**src/rtl/ppu_ri.sv**
```systemverilog
// ppu_ri - CPU-side register interface of the picture processing unit.
//
// Decodes the eight CPU-visible registers (the caller handles mirroring),
// holds PPUCTRL/PPUMASK/PPUSCROLL, the 14-bit VRAM address register with its
// shared first/second write toggle, the vblank status flag, and a small FSM
// that turns data-port accesses into one-cycle VRAM strobes.
//
// Ports
//   clk, rst          system clock, synchronous active-high reset
//   sel_i             register select (CPU A[2:0])
//   ncs_i             active-low chip select; one access per low period
//   r_nw_i            1 = CPU read, 0 = CPU write
//   cpu_din_i         CPU write data
//   cpu_dout_o        registered CPU read data
//   vram_a_o          VRAM address (the internal address register)
//   vram_din_i        VRAM read data, valid the cycle after vram_rd_o
//   vram_dout_o       VRAM write data
//   vram_wr_o/rd_o    one-cycle VRAM write / read strobes
//   vblank_set_i/clr_i  vblank flag pulses from the renderer timing
//   nmi_o             vblank AND nmi_en
//   nt_sel_o .. nmi_en_o  PPUCTRL fields
//   bg_en_o, spr_en_o     PPUMASK fields
//   scroll_x_o/y_o        PPUSCROLL values
module ppu_ri (
  input  logic        clk,
  input  logic        rst,
  input  logic [2:0]  sel_i,
  input  logic        ncs_i,
  input  logic        r_nw_i,
  input  logic [7:0]  cpu_din_i,
  output logic [7:0]  cpu_dout_o,
  output logic [13:0] vram_a_o,
  input  logic [7:0]  vram_din_i,
  output logic [7:0]  vram_dout_o,
  output logic        vram_wr_o,
  output logic        vram_rd_o,
  input  logic        vblank_set_i,
  input  logic        vblank_clr_i,
  output logic        nmi_o,
  output logic [1:0]  nt_sel_o,
  output logic        addr_inc_o,
  output logic        spr_pt_sel_o,
  output logic        bg_pt_sel_o,
  output logic        nmi_en_o,
  output logic        bg_en_o,
  output logic        spr_en_o,
  output logic [7:0]  scroll_x_o,
  output logic [7:0]  scroll_y_o
);

  typedef enum logic [1:0] {IDLE, WRITE, READ, FILL} state_t;

  state_t      state_q, state_d;
  logic        ncsPrev_q;
  logic [7:0]  cpuDout_q, cpuDout_d;
  logic [7:0]  vramDout_q, vramDout_d;
  logic [7:0]  buffer_q, buffer_d;
  logic [7:0]  scrollX_q, scrollX_d;
  logic [7:0]  scrollY_q, scrollY_d;
  logic [13:0] addr_q, addr_d;
  logic        toggle_q, toggle_d;
  logic        vblank_q, vblank_d;
  logic [1:0]  ntSel_q, ntSel_d;
  logic        addrInc_q, addrInc_d;
  logic        sprPt_q, sprPt_d;
  logic        bgPt_q, bgPt_d;
  logic        nmiEn_q, nmiEn_d;
  logic        bgEn_q, bgEn_d;
  logic        sprEn_q, sprEn_d;
  logic        access;
  logic        statusRead;
  logic        vramWr, vramRd;
  logic [13:0] incr;

  // An access is the falling edge of ncs seen against last cycle's value,
  // so holding ncs low for many cycles still yields a single access.
  assign access = ncsPrev_q & ~ncs_i;
  assign incr   = addrInc_q ? 14'd32 : 14'd1;

  // Next-state and strobe logic. Only IDLE looks at the access edge, which
  // is what makes an edge during WRITE/READ/FILL vanish without effect.
  always_comb begin
    state_d    = state_q;
    cpuDout_d  = cpuDout_q;
    vramDout_d = vramDout_q;
    buffer_d   = buffer_q;
    scrollX_d  = scrollX_q;
    scrollY_d  = scrollY_q;
    addr_d     = addr_q;
    toggle_d   = toggle_q;
    ntSel_d    = ntSel_q;
    addrInc_d  = addrInc_q;
    sprPt_d    = sprPt_q;
    bgPt_d     = bgPt_q;
    nmiEn_d    = nmiEn_q;
    bgEn_d     = bgEn_q;
    sprEn_d    = sprEn_q;
    statusRead = 1'b0;
    vramWr     = 1'b0;
    vramRd     = 1'b0;

    case (state_q)
      IDLE: begin
        if (access) begin
          if (r_nw_i) begin
            case (sel_i)
              3'd2: begin
                cpuDout_d  = {vblank_q, 7'b0};
                toggle_d   = 1'b0;
                statusRead = 1'b1;
              end
              3'd7: begin
                // Data port reads return the previously buffered byte.
                cpuDout_d = buffer_q;
                state_d   = READ;
              end
              default: cpuDout_d = 8'h00;
            endcase
          end else begin
            case (sel_i)
              3'd0: begin
                ntSel_d   = cpu_din_i[1:0];
                addrInc_d = cpu_din_i[2];
                sprPt_d   = cpu_din_i[3];
                bgPt_d    = cpu_din_i[4];
                nmiEn_d   = cpu_din_i[7];
              end
              3'd1: begin
                bgEn_d  = cpu_din_i[3];
                sprEn_d = cpu_din_i[4];
              end
              3'd5: begin
                if (toggle_q) scrollY_d = cpu_din_i;
                else          scrollX_d = cpu_din_i;
                toggle_d = ~toggle_q;
              end
              3'd6: begin
                if (toggle_q) addr_d = {addr_q[13:8], cpu_din_i};
                else          addr_d = {cpu_din_i[5:0], addr_q[7:0]};
                toggle_d = ~toggle_q;
              end
              3'd7: begin
                vramDout_d = cpu_din_i;
                state_d    = WRITE;
              end
              default: ;
            endcase
          end
        end
      end
      WRITE: begin
        vramWr  = 1'b1;
        addr_d  = addr_q + incr;
        state_d = IDLE;
      end
      READ: begin
        vramRd  = 1'b1;
        state_d = FILL;
      end
      FILL: begin
        buffer_d = vram_din_i;
        addr_d   = addr_q + incr;
        state_d  = IDLE;
      end
      default: state_d = IDLE;
    endcase

    // Clear beats set, and set beats the status-read clear, so a read that
    // races the set pulse still leaves the flag raised for the next read.
    if (vblank_clr_i)      vblank_d = 1'b0;
    else if (vblank_set_i) vblank_d = 1'b1;
    else if (statusRead)   vblank_d = 1'b0;
    else                   vblank_d = vblank_q;
  end

  // State register. The edge detector resets high so that ncs already low
  // right after reset counts as a fresh access.
  always_ff @(posedge clk) begin
    if (rst) begin
      state_q    <= IDLE;
      ncsPrev_q  <= 1'b1;
      cpuDout_q  <= 8'h00;
      vramDout_q <= 8'h00;
      buffer_q   <= 8'h00;
      scrollX_q  <= 8'h00;
      scrollY_q  <= 8'h00;
      addr_q     <= 14'h0000;
      toggle_q   <= 1'b0;
      vblank_q   <= 1'b0;
      ntSel_q    <= 2'b00;
      addrInc_q  <= 1'b0;
      sprPt_q    <= 1'b0;
      bgPt_q     <= 1'b0;
      nmiEn_q    <= 1'b0;
      bgEn_q     <= 1'b0;
      sprEn_q    <= 1'b0;
    end else begin
      state_q    <= state_d;
      ncsPrev_q  <= ncs_i;
      cpuDout_q  <= cpuDout_d;
      vramDout_q <= vramDout_d;
      buffer_q   <= buffer_d;
      scrollX_q  <= scrollX_d;
      scrollY_q  <= scrollY_d;
      addr_q     <= addr_d;
      toggle_q   <= toggle_d;
      vblank_q   <= vblank_d;
      ntSel_q    <= ntSel_d;
      addrInc_q  <= addrInc_d;
      sprPt_q    <= sprPt_d;
      bgPt_q     <= bgPt_d;
      nmiEn_q    <= nmiEn_d;
      bgEn_q     <= bgEn_d;
      sprEn_q    <= sprEn_d;
    end
  end

  assign cpu_dout_o   = cpuDout_q;
  assign vram_a_o     = addr_q;
  assign vram_dout_o  = vramDout_q;
  assign vram_wr_o    = vramWr;
  assign vram_rd_o    = vramRd;
  assign nmi_o        = vblank_q & nmiEn_q;
  assign nt_sel_o     = ntSel_q;
  assign addr_inc_o   = addrInc_q;
  assign spr_pt_sel_o = sprPt_q;
  assign bg_pt_sel_o  = bgPt_q;
  assign nmi_en_o     = nmiEn_q;
  assign bg_en_o      = bgEn_q;
  assign spr_en_o     = sprEn_q;
  assign scroll_x_o   = scrollX_q;
  assign scroll_y_o   = scrollY_q;

endmodule

```
**config.mk**
```make
export PLATFORM = sky130hd
export DESIGN_NAME = ppu_ri
export DESIGN_NICKNAME = d
export VERILOG_FILES = /design/src/rtl/ppu_ri.sv
export SDC_FILE = /design/constraint.sdc
export NUM_CORES = 1
export LEC_CHECK = 0
export ABC_AREA = 1
export CAP_MARGIN = 20
export CORE_MARGIN = 2
export CORE_UTILIZATION = 48
export DETAILED_ROUTE_END_ITERATION = 7
export HOLD_SLACK_MARGIN = 0.05
export PLACE_DENSITY = 0.82
export SYNTH_ARGS = -nofsm -noshare
export SYNTH_HDL_FRONTEND = slang
export SYNTH_SLANG_ARGS = --single-unit
```
**constraint.sdc**
```tcl
create_clock -name clk -period 1.9 [get_ports clk]
set_input_delay 0.38 -clock clk [delete_from_list [all_inputs] [get_ports clk]]
set_output_delay 0.38 -clock clk [all_outputs]
set_load 0.1 [all_outputs]
```
[After elaboration in Yosys (flattened, before gate mapping)]
Index checks and enable logic that the tools add are counted.
Storage, ports and cells
  bits in writable memories: 0
  bits in registers: 67
  output and inout port bits: 57
  memory bits (read-only): 0
  input bits: 25
  memories kept: 0
  logic and storage cells: 80
  bits in latches: 0
Cells by class
  add/subtract/negate cells: 1
  multiply operators: 0
  multiplexer cells: 23
  $lt $le $gt $ge: 0
  shift-type cells: 0
  equality and inequality tests: 15
  reduce and logical (&&, ||, !) cells: 18
  bitwise logic cells: 5
  div/mod/pow operators: 0
Operators with widths (number)
  two-way mux 14 bit: 4
  case mux 14 bit (2 select lines): 1
  AND reduction 5 bit: 4
  case mux 8 bit (2 select lines): 1
  AND reduction 4 bit: 4
  adder 14 x 6 -> 14 bit: 1
  two-way mux 1 bit: 11
  == test 3 bit (second input constant): 3
  two-way mux 2 bit: 4
  inequality test 2 bit (second input constant): 4
  two-way mux 6 bit: 1
  inequality test 2 x 1 -> 1 bit (second input constant): 3
  case mux 2 bit (3 select lines): 1
  nonzero test 2 bit: 3
  OR reduction 2 bit: 3
  == test 2 bit (second input constant): 2
  == test 3 x 1 -> 1 bit (second input constant): 1
  == test 3 x 2 -> 1 bit (second input constant): 1
  zero test 3 bit: 1
  inverter 1 bit: 3
  AND reduction 3 bit: 1
  AND 1 bit: 2
  == test 2 x 1 -> 1 bit (second input constant): 1
  zero test 2 bit: 1
  AND reduction 2 bit: 1

[Longest topological paths before layout]
Gate-level depths: netlist (run 1).
  word-level depth: 7
  depth in mapped cells: 11
  depth with buffers taken out: 11

[Worst setup path before layout (run 1)]
Ideal clock, no wire load.
  path kind: register to register
  start: register addrInc_q, in the netlist addr_inc_o
  end: register addr_q[8], in the netlist vram_a_o[8]
  setup slack: -566 ps
  setup time: 122 ps
  buffers on the path: 0
  cell stages (with the launch flop): 11
  required time: 1778 ps
  arrival time: 2344 ps
  period minus slack after synthesis: 2466 ps
  path through: dfxtp_1 > inv_1 > ha_1 > ha_1 > nand2_1 > nor2_1 > a21oi_1 > nor2_1 > or2_2 > nand3_1 > a21oi_1
On the way
  longest elaborated chain between the ends: 3
Ends and longest elaborated chain
  from (decl): RTL line 64  | logic addrInc_q, addrInc_d;
  from (signal assigned): RTL line 209  | addrInc_q <= addrInc_d;
  two-way mux 6 bit: RTL line 78  | assign incr = addrInc_q ? 14'd32 : 14'd1;
  adder 14 x 6 -> 14 bit: RTL line 153, 162
  case mux 14 bit (2 select lines): RTL line 102  | case (state_q)
  to (signal assigned): RTL line 205  | addr_q <= addr_d;
  to (decl): RTL line 60  | logic [13:0] addr_q, addr_d;
No other way between the ends.
A chain may end at the register's enable or synchronous reset.

[Final worst setup path (run 1)]
  start: register state_q[0]
  end: output vram_wr_o
On the way
  longest elaborated chain between the ends: 2
Ends and longest elaborated chain
  from (decl): RTL line 53  | state_t state_q, state_d;
  from (signal assigned): RTL line 198  | state_q <= state_d;
  == test 2 x 1 -> 1 bit: RTL line 102
  two-way mux 1 bit: RTL line 102
  to (decl): RTL line 35  | output logic vram_wr_o,
No other way between the ends.

==> flow_summary_export.csv, run 1 <==
group,metric,value,unit
sta,worst_slack,0.121,ns
sta,tightest_slew,0.319,ns
synthesis,syn_area_per_cell,7.63,µm²
sta,timing.final.crit_period,1.78,ns
critical_path,worstSetupPathType,"reg -> out",
sta,grt_setup_unrepaired,"false",
floorplan,die_area,6750,µm²
critical_path,reg2reg_depth,11,
global_route,grtUsageMet3,4.89,%
clock_network,cts_tree,"built",
routing,dr.pass1.iters,6,
cells_and_area,multi_input_area,1350,µm²
worst_hold_path,min_from,"buffer_q[7]",
synthesis,netlist_top_cells_count,"67 x dfxtp_1, 57 x o21ai_0, 50 x a21oi_1",
critical_path,timing.rr.end,"vram_a_o[10]",
clock_network,clock_latency,0.33,ns
global_route,use_met1,31.0,%
pwr,seqPwrFrac,51.6,%
pwr,total_power,2.79,mW
critical_path,cp_slowest_cell,"dfxtp_1",
clock_network,cts_setup_buffers,0,
pwr,p_int,2.00,mW
global_route,antenna_found_initial,0,
synthesis,synth_top_cells_by_area,"dfxtp_1 46%, o21ai_0 9.7%, a21oi_1 8.5%, nand2_1 5.8%, nor2_1 5.2%",
worst_hold_path,hold_class,"reg -> reg",
placement,post_dp_cell_area,3920,µm²
routing,drcViolationCount,0,
pwr,powerDensity,683,nW/µm²
pwr,p_leak,1.76,nW
synthesis,synth_edf_count,0,
pwr,power.net_switching,0.786,mW
synthesis,synth_most_common_cell,"dfxtp_1",
worst_hold_path,min_to,"cpu_dout_o[7]",
floorplan,die_w,82.2,µm
clock_network,cts_buffers,9,
cells_and_area,fillers,488,
pwr,combPwrFrac,12.7,%
synthesis,synth.cell_area,2930,µm²
floorplan,die_h,82.2,µm
critical_path,arrival,1.40,ns
sta,maxSlewHeadroom,78.7,%
pwr,sw_frac_of_total,28.2,%
cells_and_area,regArea,1360,µm²
sta,finClkSkew,0.00910,ns
cells_and_area,layout.cells.non_filler,553,
routing,viasPerCell,5.44,
floorplan,rows,28,
clock_network,cts-root-buf,"clkbuf_8",
routing,drtAntennaViolNets,0,
cells_and_area,layout.nets,502,
synthesis,synth-main-ff-cell,"dfxtp_1",
global_route,grt_use_total,24.0,%
routing,routed_wirelength,7.75,mm
placement,port_buffers,81,
clock_network,cts_resized,0,
placement,dp.cells,538,
synthesis,synth-seq-area-share,45.8,%
sta,holdWs,0.488,ns
sta,finalMaxSlewViolations,0,
synthesis,synth_area_leader_cell,"dfxtp_1",
synthesis,synthArstFlopShare,0,%
sta,hold_viol,0,
worst_hold_path,hold_depth,2,
clock_network,clockBufferDepth,2,
critical_path,r2r_start,"addr_inc_o",
pwr,clkPwrFrac,35.7,%
cells_and_area,drive_above_1_share,23.8,%
global_route,grt_max_degree,55,
cells_and_area,post-route-util,69.0,%
synthesis,synth_seq_cells,67,
placement,gp_congestion,0.908,
sta,fin_tns_setup,0,ns
critical_path,crit_path_max_incr_delay,0.49,ns
critical_path,critical-path-top-delay-family,"flip-flops",
routing,routedWlPerCell,14.0,µm
global_route,grt_pass1_wl,12.4,mm
critical_path,crit_buf_inv,2,
global_route,grt_pass1_vias,2710,
pwr,peakVddDrop,0.475,mV
outcome,status,"finished, final reports clean",
clock_network,clk_pin_slew,0.07,ns
cells_and_area,fin_area,4080,µm²
sta,max_freq,562,MHz
routing,num_vias,3011,
clock_network,htree_num_levels,3,
clock_network,cts_hold_buf,0,
floorplan,io_pins,82,
global_route,top_usage_layer,"met2",
cells_and_area,diodes,0,
critical_path,start_kind,"flip-flop",
critical_path,required,1.52,ns
synthesis,synth_top_area_share,45.8,%
synthesis,syn_inst,384,
global_route,overflow,0,
critical_path,critical_path.cell_chain,"inv_2, nor2_2, buf_12",
routing,drt_iter0_markers,269,
run,maxCapViolations,0,
placement,place_ws,-0.0225,ns
sta,period_share,93.6,%
sta,setup_violations,0,
synthesis,yosys_warnings,0,
synthesis,synthesis.nets,412,
critical_path,worstPathMaxFanout,17,
global_route,use_met2,38.9,%
placement,dpl.hpwl,5.65,mm
clock_network,cts.sinks,67,
critical_path,r2r_setup_slack,0.16,ns
floorplan,fp.coreArea,5920,µm²
cells_and_area,syn_to_final_growth,39.3,%
floorplan,initial_core_util,49.5,%
critical_path,setup.worst_path.end_class,"primary output",
synthesis,synth_cell_types,31,
metal layers:
metal,routed length (µm),vias to the layer above
li1,-,1486
met1,3250,1392
met2,3890,122
met3,484,11
met4,119,0
met5,0,-
registers in the layout (all words and copies together) (netlist names):
signal,cells
cpu_dout_o,8
vram_a_o,14
state_q,2
vblank_q,1
scroll_y_o,8
addr_inc_o,1
nt_sel_o,2
buffer_q,8
vram_dout_o,8
scroll_x_o,8
bg_en_o,1
toggle_q,1
nmi_en_o,1
ncsPrev_q,1
bg_pt_sel_o,1
spr_en_o,1
spr_pt_sel_o,1
power groups by stage:
| stage | Sequential, mW | Clock, mW | Combinational [mW] |
|---|---|---|---|
| after global routing | 1.44 | 1.07 | 0.378 |
| after detailed placement | 1.47 | 0 | 0.352 |
| after floorplan | 1.56 | 0 | 0.119 |
| after global placement | 1.47 | 0 | 0.348 |
| after CTS | 1.44 | 1.00 | 0.354 |
| final | 1.44 | 0.996 | 0.355 |
layout by cell type (no fill, tap or decap), types with 17 or more instances in the layout:
| cell type | n |
|---|---|
| dfxtp_1 | 59 |
| o21ai_0 | 57 |
| buf_4 | 52 |
| a21oi_1 | 49 |
| nand2_1 | 45 |
| nor2_1 | 38 |
| inv_1 | 32 |
| clkdlybuf4s50_1 | 24 |
| nand3_1 | 23 |
| buf_12 | 17 |
final cells by class:
class                           instances  share of cell area (%)
Clock buffer                           10                    3.12
Clock inverter                          5                   0.766
Inverter                               40                    3.83
Multi-Input combinational cell        263                    33.0
Sequential cell                        67                    33.2
Tap cell                               75                    2.30
Timing Repair Buffer                   93                    23.8
worst max path at each step:
stage	from	endpoint	slack, ns	cells after the start
2_1_floorplan	addr_inc_o	vram_a_o[8]	-0.04	10
3_3_place_gp	sel_i[1]	vram_a_o[3]	0.03	8
3_5_place_dp	sel_i[1]	vram_dout_o[7]	-0.02	7
4_1_cts	state_q[0]	vram_wr_o	0.1	3
5_1_grt	state_q[0]	vram_wr_o	0.01	3
6_report	state_q[0]	vram_wr_o	0.12	3
kinds of logic (layout without fill, tap and decap cells):
group / Yosys count / after routing / share of synthesized area, %
AOI/OAI and AO/OA: 127 / 127 / 23.2
DFF: 67 / 67 / 45.8
adders and majority gates: 3 / 3 / 1.28
xor gates and xnor gates: 1 / 1 / 0.299
buffers and inverters: 54 / 148 / 8.66
and+or+nand+nor: 132 / 132 / 20.8
worst register-to-register path, stage by stage (launching register included):
cell and delay (ns):
dfxtp_4 0.36, inv_1 0.08, ha_1 0.17, ha_1 0.17, nand2_1 0.07, nor2_1 0.18, a21oi_2 0.10, nor2_2 0.18
nand2_1 0.07, nand2_1 0.06, nand3_1 0.08, a21oi_1 0.14
No activity file was read; power rests on OpenSTA's default activity.
==> run 2, diff against run 1 <==
Settings changed: CORE_ASPECT_RATIO from default to 0.7, CORE_UTILIZATION 48 to 49, CTS_BUF_LIST from default to sky130_fd_sc_hd__clkbuf_4 sky130_fd_sc_hd__clkbuf_8, CTS_CLUSTER_SIZE from default to 28, PLACE_DENSITY 0.82 to 0.84.
==> run 2 against run 1 <==
- design area grew 1.1%
- critical endpoint is now vram_a_o[8]
- clock power rose by 17%
- largest power group unchanged
- core utilization rose by 2.8 points
- combinational power up 1%
- sequential power hardly changed
==> flow_summary_export.csv, run 2 (synthesis results as in run 1) <==
group,metric,value,unit
clock_network,cts.sinks,67,
critical_path,worstPathMaxFanout,5,
sta,max_freq,560,MHz
cells_and_area,fin_area,4130,µm²
routing,routedWlPerCell,14.9,µm
sta,maxSlewHeadroom,75.4,%
clock_network,clk_pin_slew,0.07,ns
placement,port_buffers,81,
routing,drcViolationCount,0,
global_route,grt_max_degree,55,
cells_and_area,syn_to_final_growth,40.9,%
critical_path,worstSetupPathType,"reg -> reg",
cells_and_area,layout_common_cells,"59 x dfxtp_1, 57 x o21ai_0, 51 x buf_4, 49 x a21oi_1, 45 x nand2_1",
clock_network,clock_latency,0.34,ns
cells_and_area,final_common_cell,"dfxtp_1",
run,maxCapViolations,0,
sta,finalMaxSlewViolations,0,
sta,setup_violations,0,
placement,dpl.hpwl,5.90,mm
routing,routed_wirelength,8.22,mm
clock_network,cts_setup_buffers,0,
cells_and_area,layout.cells.non_filler,553,
pwr,p_leak,1.78,nW
floorplan,die_h,68.7,µm
critical_path,start_kind,"flip-flop",
global_route,grt_pass1_vias,2835,
clock_network,cts_buffers,9,
placement,gp_congestion,0.872,
floorplan,rows,23,
routing,drt_iter0_markers,288,
critical_path,required,2.12,ns
critical_path,setup.worst_path.end_class,"flip-flop",
routing,viasPerCell,5.55,
cells_and_area,multi_input_area,1360,µm²
cells_and_area,drive_above_1_share,24.3,%
sta,timing.final.crit_period,1.79,ns
sta,tightest_slew,0.368,ns
sta,grt_setup_unrepaired,"false",
routing,num_vias,3069,
pwr,total_power,2.97,mW
floorplan,die_w,96.5,µm
global_route,grt_pass1_wl,13.4,mm
cells_and_area,largest_reg_flops,14,
cells_and_area,fillers,443,
global_route,antenna_found_initial,0,
sta,worst_slack,0.114,ns
cells_and_area,layout.nets,501,
clock_network,cts_tree,"built",
cells_and_area,regArea,1360,µm²
pwr,sw_frac_of_total,26.2,%
placement,place_ws,-0.0549,ns
pwr,power.net_switching,0.780,mW
clock_network,htree_num_levels,3,
clock_network,clockBufferDepth,2,
cells_and_area,post-route-util,71.8,%
routing,drtAntennaViolNets,0,
pwr,powerDensity,719,nW/µm²
global_route,overflow,0,
floorplan,fp.coreArea,5760,µm²
pwr,combPwrFrac,12.1,%
pwr,seqPwrFrac,48.5,%
cells_and_area,diodes,0,
sta,period_share,94.0,%
placement,post_dp_cell_area,3910,µm²
sta,holdWs,0.486,ns
outcome,status,"finished, final reports clean",
placement,dp.cells,537,
global_route,grt_use_total,26.8,%
floorplan,io_pins,82,
critical_path,arrival,2.01,ns
clock_network,cts-root-buf,"clkbuf_8",
floorplan,die_area,6630,µm²
routing,dr.pass1.iters,5,
pwr,clkPwrFrac,39.4,%
sta,finClkSkew,0.00617,ns
pwr,peakVddDrop,0.658,mV
floorplan,initial_core_util,50.9,%
pwr,p_int,2.19,mW
sta,hold_viol,0,
worst_hold_path,hold_class,"reg -> reg",
sta,fin_tns_setup,0,ns
-- run 2: final cells by class --
type / instances / share of cell area [%]
Clock buffer: 11 / 3.51
Clock inverter: 5 / 1.27
Inverter: 40 / 3.79
Multi-Input combinational cell: 263 / 33.0
Sequential cell: 67 / 32.8
Tap cell: 75 / 2.27
Timing Repair Buffer: 92 / 23.3
-- run 2: path summary, 6_finish.rpt --
kind / from / slack [ns] / endpoint / depth (start not counted)
worst max-delay path: addr_inc_o / 0.11 / vram_a_o[8] / 10
worst min-delay path: buffer_q[2] / 0.49 / buffer_q[2] / 2
worst max register to register: addr_inc_o / 0.11 / vram_a_o[8] / 10
worst min register to register: buffer_q[2] / 0.49 / buffer_q[2] / 2
-- run 2: metal layers --
layer	part of all wire, %	vias up	track usage [%]
li1	-	1490	-
met1	43	1412	34.6
met2	48	157	43.8
met3	8.1	10	7.61
met4	1.1	0	8.45
met5	0	-	0
-- run 2: timing repair --
| action | 4_1_cts | 5_1_grt |
|---|---|---|
| hold buffers | 0 | 0 |
| resized for setup | 1 | 4 |
| pin swaps | 0 | 1 |
| setup endpoints to repair | 2 | 4 |
-- run 2: power groups by stage --
stage                     clock network, mW  logic (mW)  registers, mW
after floorplan                           0       0.119           1.56
after global placement                    0       0.351           1.47
after detailed placement                  0       0.356           1.47
after CTS                              1.19       0.358           1.44
after global routing                   1.23       0.383           1.44
final                                  1.17       0.360           1.44
-- run 2: worst max-delay path, cell delays in order, from the launching register on --
cell and delay [ns]:
dfxtp_4 0.36, inv_1 0.06, ha_1 0.20, ha_1 0.19, nand2_1 0.11, nor2_2 0.08, a21oi_4 0.18, nor2_4 0.08
or2_2 0.28, nand3_1 0.07, a21oi_1 0.07
==> run 3, diff against run 2 <==
Settings changed: GPL_TIMING_DRIVEN from default to 0.
==> run 3 against run 2 <==
- critical path depth decreased by 6
- hold slack better by 0.0066 ns
- count of clock-buffer cells in the layout shrank 1
- final cell count rose by 0.54%
- core utilization is 0.74 points lower
- wire length grew 8.5%
- first-iteration DRC count decreased by 22%
- largest cell class unchanged
- largest power group unchanged
- highest routed layer unchanged
==> flow_summary_export.csv, run 3 (synthesis results as in run 1) <==
group,metric,value,unit
worst_hold_path,hold_depth,2,
critical_path,required,1.52,ns
critical_path,start_kind,"flip-flop",
clock_network,cts_buffers,9,
pwr,total_power,3.12,mW
placement,port_buffers,81,
sta,worst_slack,0.0512,ns
sta,period_share,97.3,%
routing,drtAntennaViolNets,0,
cells_and_area,layout.nets,504,
cells_and_area,fillers,462,
sta,grt_setup_unrepaired,"false",
pwr,powerDensity,762,nW/µm²
routing,viasPerCell,5.69,
clock_network,clockBufferDepth,2,
sta,finalMaxSlewViolations,0,
global_route,grt_pass1_vias,2927,
pwr,p_leak,1.66,nW
routing,num_vias,3165,
routing,drcViolationCount,0,
floorplan,die_w,96.5,µm
sta,maxSlewHeadroom,61.9,%
clock_network,htree_num_levels,3,
critical_path,worstPathMaxFanout,10,
sta,max_freq,541,MHz
sta,timing.final.crit_period,1.85,ns
floorplan,initial_core_util,50.9,%
placement,dp.cells,540,
floorplan,io_pins,82,
routing,routedWlPerCell,16.1,µm
cells_and_area,diodes,0,
cells_and_area,layout_common_cells,"59 x dfxtp_1, 57 x o21ai_0, 49 x a21oi_1, 45 x nand2_1, 40 x clkdlybuf4s15_2",
cells_and_area,final_common_cell,"dfxtp_1",
floorplan,die_h,68.7,µm
clock_network,cts-root-buf,"clkbuf_8",
critical_path,worstSetupPathType,"reg -> out",
clock_network,cts.sinks,67,
routing,dr.pass1.iters,5,
floorplan,fp.coreArea,5760,µm²
critical_path,arrival,1.47,ns
critical_path,reg2reg_depth,10,
clock_network,clock_latency,0.35,ns
worst_hold_path,hold_class,"reg -> reg",
sta,fin_tns_setup,0,ns
outcome,status,"finished, final reports clean",
global_route,grt_pass1_wl,14.0,mm
cells_and_area,post-route-util,71.0,%
global_route,grt_max_degree,13,
global_route,grt_use_total,28.3,%
sta,finClkSkew,0.00696,ns
clock_network,cts_setup_buffers,0,
global_route,overflow,0,
critical_path,setup.worst_path.end_class,"primary output",
routing,routed_wirelength,8.93,mm
run,maxCapViolations,0,
sta,holdWs,0.492,ns
cells_and_area,syn_to_final_growth,39.4,%
sta,setup_violations,0,
cells_and_area,largest_reg_flops,14,
cells_and_area,fin_area,4090,µm²
cells_and_area,drive_above_1_share,23.7,%
clock_network,cts_hold_buf,0,
placement,dpl.hpwl,6.29,mm
floorplan,die_area,6630,µm²
routing,drt_iter0_markers,226,
floorplan,rows,23,
placement,gp_congestion,0.888,
sta,tightest_slew,0.574,ns
clock_network,clk_pin_slew,0.07,ns
placement,place_ws,-0.510,ns
global_route,antenna_found_initial,0,
sta,hold_viol,0,
clock_network,cts_tree,"built",
pwr,peakVddDrop,0.571,mV
placement,post_dp_cell_area,3860,µm²
cells_and_area,layout.cells.non_filler,556,
run 3: cell count changes in the layout (fill, tap and decap cells not counted), moves of 5 or more:
cell,change
clkbuf_1,+6
buf_12,-17
buf_6,+5
clkdlybuf4s15_2,+40
clkbuf_2,+15
buf_4,-50
run 3: worst max-delay path, stage by stage, from the launching register on:
cell      delay (ns)
dfxtp_1         0.35
clkbuf_4        0.21
buf_6           0.16
nor2_2          0.15
buf_6           0.24
run 3: layout make-up:
cell class | count | area [µm²] | share of cell area [%]
clock buffers | 10 | 138 | 3.37
repair buffers | 81 | 792 | 19.4
well taps | 75 | 93.8 | 2.30
flip-flops and latches | 67 | 1360 | 33.2
plain buffers | 14 | 101 | 2.48
multi-input cells | 263 | 1360 | 33.3
clock inverters | 6 | 87.6 | 2.14
inverters | 40 | 156 | 3.83
run 3: final timing paths:
kind / startpoint / end / slack (ns)
setup / recovery: state_q[0] / vram_rd_o / 0.05
hold / removal: buffer_q[7] / buffer_q[7] / 0.49
setup reg to reg: addr_inc_o / vram_a_o[8] / 0.12
hold reg to reg: buffer_q[7] / buffer_q[7] / 0.49
run 3: per-layer routing:
metal | wire [µm] | vias to the layer above | track usage [%] | share of wire (%)
li1 | - | 1492 | - | -
met2 | 4110 | 164 | 44.1 | 46
met3 | 786 | 17 | 7.61 | 8.8
met4 | 116 | 0 | 12.0 | 1.3
met1 | 3910 | 1492 | 37.4 | 44
met5 | 0 | - | 0 | 0
run 3: where the power goes:
part / internal [mW] / leakage [nW] / total (mW) / switching, mW
Combinational: 0.101 / 0.997 / 0.345 / 0.243
Sequential: 1.42 / 0.546 / 1.43 / 0.0148
Clock: 0.775 / 0.113 / 1.34 / 0.563
run 3: what timing repair did:
action                     CTS  global route
gates resized for setup    165            24
setup endpoints to repair   59            22
gates cloned                 0             0
hold endpoints to repair     0             0
pin swaps                    0             0
